### config.mk
export PLATFORM = sky130hd
export DESIGN_NAME = dmem_arbiter
export DESIGN_NICKNAME = d
export VERILOG_FILES = /design/src/rtl/dmem_arbiter.sv
export SDC_FILE = /design/constraint.sdc
export NUM_CORES = 1
export LEC_CHECK = 0
export BUFFER_PORTS_ARGS = -buffer_cell sky130_fd_sc_hd__buf_2
export CAP_MARGIN = 20
export CELL_PAD_IN_SITES_DETAIL_PLACEMENT = 1
export CELL_PAD_IN_SITES_GLOBAL_PLACEMENT = 2
export CORE_MARGIN = 2
export CORE_UTILIZATION = 15
export DETAILED_ROUTE_END_ITERATION = 8
export MAX_ROUTING_LAYER = met4
export PLACE_DENSITY_LB_ADDON = 0.1
export SLEW_MARGIN = 10
export SYNTH_ARGS = -nofsm -noshare
export SYNTH_HDL_FRONTEND = slang
export SYNTH_SLANG_ARGS = --single-unit
### constraint.sdc
create_clock -name clk0 -period 1.9 [get_ports clk0]
set_input_delay 0.19 -clock clk0 [delete_from_list [all_inputs] [get_ports clk0]]
set_output_delay 0.19 -clock clk0 [all_outputs]
set_load 0.1 [all_outputs]
### src/rtl/dmem_arbiter.sv
// Shares the single-port data memory between the core load/store path and the host port.
// Host wins after HOST_MAX_WAIT denied cycles; host_lock freezes core traffic (HOLD state, shown on `locked`).
module dmem_arbiter #(
  parameter int ADDR_W        = 6,
  parameter int DATA_W        = 16,
  parameter int HOST_MAX_WAIT = 4
) (
  input  logic              clk0,
  input  logic              reset,
  input  logic              core_req,
  input  logic              core_we,
  input  logic [ADDR_W-1:0] core_addr,
  input  logic [DATA_W-1:0] core_wdata,
  output logic              core_gnt,
  output logic              core_stall,
  output logic              core_rvalid,
  output logic [DATA_W-1:0] core_rdata,
  input  logic              host_req,
  input  logic              host_we,
  input  logic [ADDR_W-1:0] host_addr,
  input  logic [DATA_W-1:0] host_wdata,
  input  logic              host_lock,
  output logic              host_gnt,
  output logic              host_rvalid,
  output logic [DATA_W-1:0] host_rdata,
  output logic              locked,
  output logic              mem_csb0,
  output logic              mem_web0,
  output logic [ADDR_W-1:0] mem_addr0,
  output logic [DATA_W-1:0] mem_din0,
  input  logic [DATA_W-1:0] mem_dout0
);

  localparam logic [0:0] ST_RUN  = 1'b0;
  localparam logic [0:0] ST_HOLD = 1'b1;
  localparam logic [3:0] MAX_WAIT = 4'(HOST_MAX_WAIT);

  logic [0:0] state_q, state_d;
  logic [3:0] wait_cnt_q, wait_cnt_d;
  logic       rd_core_q, rd_core_d;
  logic       rd_host_q, rd_host_d;

  always_comb begin
    core_gnt = 1'b0;
    host_gnt = 1'b0;
    if (!reset) begin
      if (state_q == ST_HOLD) begin
        host_gnt = host_req;
      end else if (core_req && host_req) begin
        host_gnt = (wait_cnt_q == MAX_WAIT);
        core_gnt = (wait_cnt_q != MAX_WAIT);
      end else begin
        core_gnt = core_req;
        host_gnt = host_req;
      end
    end
  end

  assign core_stall = core_req && !core_gnt && !reset;
  assign locked     = (state_q == ST_HOLD);

  always_comb begin
    mem_csb0  = 1'b1;
    mem_web0  = 1'b1;
    mem_addr0 = '0;
    mem_din0  = '0;
    if (host_gnt) begin
      mem_csb0  = 1'b0;
      mem_web0  = ~host_we;
      mem_addr0 = host_addr;
      mem_din0  = host_wdata;
    end else if (core_gnt) begin
      mem_csb0  = 1'b0;
      mem_web0  = ~core_we;
      mem_addr0 = core_addr;
      mem_din0  = core_wdata;
    end
  end

  always_comb begin
    state_d = host_lock ? ST_HOLD : ST_RUN;
    if (!host_req || host_gnt) begin
      wait_cnt_d = 4'd0;
    end else if (wait_cnt_q >= MAX_WAIT) begin
      wait_cnt_d = MAX_WAIT;
    end else begin
      wait_cnt_d = wait_cnt_q + 4'd1;
    end
    rd_core_d = core_gnt && !core_we;
    rd_host_d = host_gnt && !host_we;
  end

  always_ff @(posedge clk0) begin
    if (reset) begin
      state_q    <= ST_RUN;
      wait_cnt_q <= 4'd0;
      rd_core_q  <= 1'b0;
      rd_host_q  <= 1'b0;
    end else begin
      state_q    <= state_d;
      wait_cnt_q <= wait_cnt_d;
      rd_core_q  <= rd_core_d;
      rd_host_q  <= rd_host_d;
    end
  end

  // Reset kills a read issued the cycle before, even though its owner tag is still set.
  assign core_rvalid = rd_core_q && !reset;
  assign host_rvalid = rd_host_q && !reset;
  assign core_rdata  = core_rvalid ? mem_dout0 : '0;
  assign host_rdata  = host_rvalid ? mem_dout0 : '0;

endmodule
-- Word-level counts from Yosys, hierarchy flattened
Cells that the tools add are included.
- RAM bits: 0
- flip-flop bits (word level): 7
- logic and storage cells: 44
- memories: 0
- input port bits: 67
- ROM bits: 0
- output and inout port bits: 62
- latch bits: 0
- div/mod/pow operators: 0
- equality and inequality tests: 2
- shift operators: 0
- reduce and logical (&&, ||, !) cells: 15
- order comparisons: 1
- multiply operators: 0
- $add $sub $neg: 1
- bitwise gates (word level): 2
- mux-type cells: 18
- operators by type and width (cell ; number):
    16-bit 2-to-1 mux ; 4
    6-bit 2-to-1 mux ; 2
    1-bit 2-to-1 mux ; 11
    1-bit logical AND ; 7
    1-bit logical NOT ; 5
    4-bit by 1-bit adder with 4-bit output (second input constant) ; 1
    4-bit by 3-bit equality test with 1-bit output (second input constant) ; 1
    4-bit by 3-bit >= comparator with 1-bit output (second input constant) ; 1
    4-bit by 3-bit inequality test with 1-bit output (second input constant) ; 1
    3-bit 2-to-1 mux ; 1
    3-bit OR reduction ; 1
    1-bit inverter ; 2
    2-bit OR reduction ; 1
    1-bit logical OR ; 1

-- Longest topological paths before layout
- depth after elaboration: 7
- gate-level depth with buffers: 6
- depth with buffers taken out: 5

-- Least setup slack after synthesis
Ideal clock, no wire load.
- kind: register to output
- start: register state_q (netlist: locked)
- end: output mem_din0[11]
- arrival: 3.563 ns
- path buffers: 1
- setup slack: -1.853 ns
- cell stages (with the launch flop): 5
- data required time: 1.710 ns
- cells stage by stage: dfxtp_1 and2b_2 o21ai_2 buf_6 o32ai_1
- longest elaborated chain between the ends: 4
- elaborated cells between the ends (all ways): 6
- those cells by class: mux (6)
- ends and longest elaborated chain (item ; RTL line ; source):
    start: declaration ; 38 ; logic [0:0] state_q, state_d;
    start signal: assignment ; 100 ; state_q <= state_d;
    1-bit 2-to-1 mux ; 47 ; if (state_q == ST_HOLD) begin
    1-bit 2-to-1 mux ; 46 ; if (!reset) begin
    16-bit 2-to-1 mux ; 72 ; end else if (core_gnt) begin
    16-bit 2-to-1 mux * ; 67 ; if (host_gnt) begin
    end: declaration ; 30 ; output logic [DATA_W-1:0] mem_din0,
Every way passes the cells marked *; elsewhere a longest branch is shown, timed or not.

-- Final worst setup path
- start: register wait_cnt_q[1]
- end: output mem_din0[11]
- longest elaborated chain between the ends: 6
- elaborated cells between the ends (all ways): 10
- those cells by class: eq/ne (2); mux (8)
- ends and longest elaborated chain (item ; RTL line ; source):
    start: declaration ; 39 ; logic [3:0] wait_cnt_q, wait_cnt_d;
    start signal: assignment ; 101 ; wait_cnt_q <= wait_cnt_d;
    4-bit by 3-bit inequality test with 1-bit output ; 51 ; core_gnt = (wait_cnt_q != MAX_WAIT);
    1-bit 2-to-1 mux ; 49 ; end else if (core_req && host_req) begin
    1-bit 2-to-1 mux ; 47 ;
    1-bit 2-to-1 mux ; 46 ;
    16-bit 2-to-1 mux ; 72 ;
    16-bit 2-to-1 mux * ; 67 ;
Marks and branches as above.

==> impl_metrics.json <==
{
  "share_of_cell_area_taken_by_muxes_after_synthesis_pct": 0,
  "result_of_the_run": "finished, final reports clean",
  "path_delay_family": "buffers and inverters",
  "portBuffers": 128,
  "synth_cell_type_count": 30,
  "globalRouteTotalUtil_pct": 12.0,
  "globalRouteOverflowTotal": 0,
  "compound_cell_area_share_of_the_yosys_netlist_pct": 27.1,
  "setup_crit_start_kind": "flip-flop",
  "period_needed_ns": 1.89,
  "synth.net_count": 221,
  "final_cells": 387,
  "pwr_density_cell_mw_per_mm2": 445,
  "crit_chain": "inv_2, ha_4, and4b_4, a21oi_4, buf_6, buf_12, o32ai_4, buf_12",
  "place_hpwl_um": 4130,
  "antenna_found_initial": 0,
  "clk_pin_slew_ns": 0.04,
  "design_area_mm2": 0.00287,
  "whs_ns": 0.140,
  "postSynthAreaPerCell_um2": 7.47,
  "p_seq_share_pct": 12.2,
  "synth_area_leader_cell": "sky130_fd_sc_hd__and2_1",
  "setup-tns-final_ns": 0,
  "timing.final.setup_violations": 0,
  "dr.first_iter.drc_count": 48,
  "rows": 31,
  "final_core_util_pct": 39.3,
  "cp_data_arrival_time_ns": 1.70,
  "drt-vias-per-instance": 4.05,
  "timing.critical_path.to_type": "output pin",
  "fin_skew_ns": 0.00175,
  "fin_total_pwr_mw": 1.28,
  "switching_share_pct": 50.7,
  "drt-pass1-iter-count": 3,
  "synth.ff_latch_count": 7,
  "ir_worst_vdd_v": 0.000291,
  "synth_warn": 0,
  "switchingPower_uw": 647,
  "synthesis.area_mm2": 0.00113,
  "insertedDiodeCount": 0,
  "initial_utilization_pct": 15.6,
  "die-area_mm2": 0.00828,
  "power_report.internal_total_uw": 629,
  "floorplan.die.height_um": 91.0,
  "via_count": 1568,
  "synthTopCellsByArea": "sky130_fd_sc_hd__and2_1, sky130_fd_sc_hd__nand2b_1, sky130_fd_sc_hd__o32ai_2",
  "synth_top_family_by_area": "simple AND/OR/NAND/NOR gates",
  "critical_path_cell_count": 8,
  "synth_cells": 152,
  "cts_root_buffer": "sky130_fd_sc_hd__clkbuf_8",
  "timing.critical_path.mode_cell": "sky130_fd_sc_hd__buf_12",
  "clock_sink_count": 7,
  "synth.yosys.seq_area_share_pct": 12.3,
  "cap_violations": 0,
  "post_synth_and_or_nand_nor_area_fraction_pct": 42.6,
  "routedWlPerCell_um": 12.9,
  "upper_clock_frequency_limit_ghz": 0.529,
  "holdPathStages": 2,
  "worst-path-buf-inv": 4,
  "area.growth.synth_to_final_pct": 153,
  "drcViolationCount": 0,
  "placed_area_mm2": 0.00274,
  "clockBufferDepth": 2,
  "floorplan.io_pins": 129,
  "setup_slack_ns": 0.00948,
  "finish.net_count": 358,
  "finalWeightedCongestion": 0.686,
  "placeableCoreArea_mm2": 0.00729,
  "synth_adder_area_share_pct": 2.21,
  "grt_start_max_net_pins": 45,
  "timing.final.crit_share_pct": 99.5,
  "final_hold_viols": 0,
  "setup_repair_after_global_routing_missed_its_margin": "yes",
  "critical-path-slowest-cell": "sky130_fd_sc_hd__dfxtp_2",
  "timing.critical_path.required_ns": 1.71,
  "synthXorXnorAreaFrac_pct": 0,
  "crit_fanout": 8,
  "clock_power_share_pct": 17.3,
  "worstRegToRegCells": 5,
  "timing.hold.worst.class": "in -> reg",
  "ctsHtreeMaxLevel": 1,
  "antenna_left": 0,
  "final_layout_size_suffix_gt1_share_pct": 71.5,
  "die_x_um": 91.0,
  "power.share.combinational_pct": 70.5,
  "placed_cells": 376,
  "detail_route.wirelength_um": 5000,
  "drv_slew": 0,
  "worstSetupPathType": "reg -> out",
  "leakagePower_nw": 1.33,
  "clk-insertion-delay-late_ns": 0.23,
  "tritoncts": "yes",
  "maximum_cell_stage_delay_along_the_critical_path_ns": 0.33,
  "pre_cts_slack_ns": 0.0117,
  "synthDominantCellAreaShare_pct": 17.6,
  "global_route_wire_length_before_repair_um": 8070,
  "grt_pass1_vias": 1647,
  "cts-buffers-inserted": 3
}
-- state kept, by name, summed over array words and instances, names as in the netlist --
name        cells
rd_host_q       1
wait_cnt_q      4
rd_core_q       1
locked          1
-- cells in the final DEF (no fill, tap or decap), drive strengths merged --
| cell | instances |
|---|---|
| a21oi | 2 |
| and2 | 32 |
| and2b | 1 |
| and4b | 1 |
| buf | 144 |
| clkbuf | 4 |
| conb | 1 |
| dfxtp | 7 |
| ha | 2 |
| inv | 26 |
| nand2 | 1 |
| nand2b | 26 |
| nor2 | 5 |
| nor2b | 3 |
| nor3 | 3 |
| nor4 | 1 |
| o21a | 1 |
| o21ai | 1 |
| o21bai | 1 |
| o32a | 1 |
| o32ai | 22 |
| or2 | 1 |
| or2b | 1 |
| or4 | 1 |
-- synth_stat cells --
library cell               number
sky130_fd_sc_hd__a21oi_1        1
sky130_fd_sc_hd__a21oi_2        1
sky130_fd_sc_hd__and2_1        32
sky130_fd_sc_hd__and2b_2        1
sky130_fd_sc_hd__and4b_4        1
sky130_fd_sc_hd__buf_2          2
sky130_fd_sc_hd__buf_4          2
sky130_fd_sc_hd__buf_6          3
sky130_fd_sc_hd__clkbuf_1       5
sky130_fd_sc_hd__conb_1         1
sky130_fd_sc_hd__dfxtp_1        7
sky130_fd_sc_hd__ha_1           2
sky130_fd_sc_hd__inv_1         26
sky130_fd_sc_hd__nand2_1        1
sky130_fd_sc_hd__nand2b_1      24
sky130_fd_sc_hd__nand2b_2       1
sky130_fd_sc_hd__nand2b_4       1
sky130_fd_sc_hd__nor2_1         5
sky130_fd_sc_hd__nor2b_1        3
sky130_fd_sc_hd__nor3_1         3
sky130_fd_sc_hd__nor4_1         1
sky130_fd_sc_hd__o21a_1         1
sky130_fd_sc_hd__o21ai_2        1
sky130_fd_sc_hd__o21bai_1       1
sky130_fd_sc_hd__o32a_1         1
sky130_fd_sc_hd__o32ai_1       13
sky130_fd_sc_hd__o32ai_2        9
sky130_fd_sc_hd__or2_2          1
sky130_fd_sc_hd__or2b_1         1
sky130_fd_sc_hd__or4_4          1
-- timing repair --
action                     4_1_cts  5_1_grt
setup buffers                    7        0
setup endpoints to repair       23       22
pin swaps                       12        0
hold buffers                     0        0
gates resized for setup         10        0
gates cloned                     1        0
-- power groups by stage --
stage | sequential (mW) | combinational [mW] | clock (mW)
after floorplan | 0.165 | 0.596 | 0
after global routing | 0.156 | 0.937 | 0.238
after global placement | 0.158 | 0.889 | 0
after CTS | 0.156 | 0.921 | 0.227
final | 0.156 | 0.899 | 0.221
after detailed placement | 0.158 | 0.895 | 0
-- metal layers --
metal / vias up / track usage, % / part of all wire (%)
met5: - / - / 0
met4: 0 / 1.52 / 0.38
met3: 2 / 3.73 / 9.7
met2: 93 / 21.1 / 50
met1: 693 / 13.8 / 40
li1: 780 / - / -
-- area by class of cell --
cell class                      instances  area (um2)
Fill cell                             858        4430
Multi-Input combinational cell        107        1240
Timing Repair Buffer                  144        1210
Sequential cell                         7         146
Tap cell                               99         124
Inverter                               26        97.6
Clock buffer                            4        45.0
-- logic make-up (layout without fill, tap and decap cells) --
logic type	count (synthesis)	in the layout
compound gates	28	28
flops	7	7
other cells	1	1
simple gates	76	76
buf+inv	38	174
fa+ha+maj	2	2
-- path summary, 6_finish.rpt --
kind                                            endpoint                startpoint  slack (ns)
worst min-delay path                rd_core_q$_SDFF_PP0_                   core_we        0.14
worst max-delay path                        mem_din0[11]  wait_cnt_q[1]$_SDFF_PP0_       0.009
worst max register to register  wait_cnt_q[2]$_SDFF_PP0_  wait_cnt_q[0]$_SDFF_PP0_        0.65
worst min register to register  wait_cnt_q[0]$_SDFF_PP0_  wait_cnt_q[0]$_SDFF_PP0_        0.51
Power figures use the tool's default switching activity.
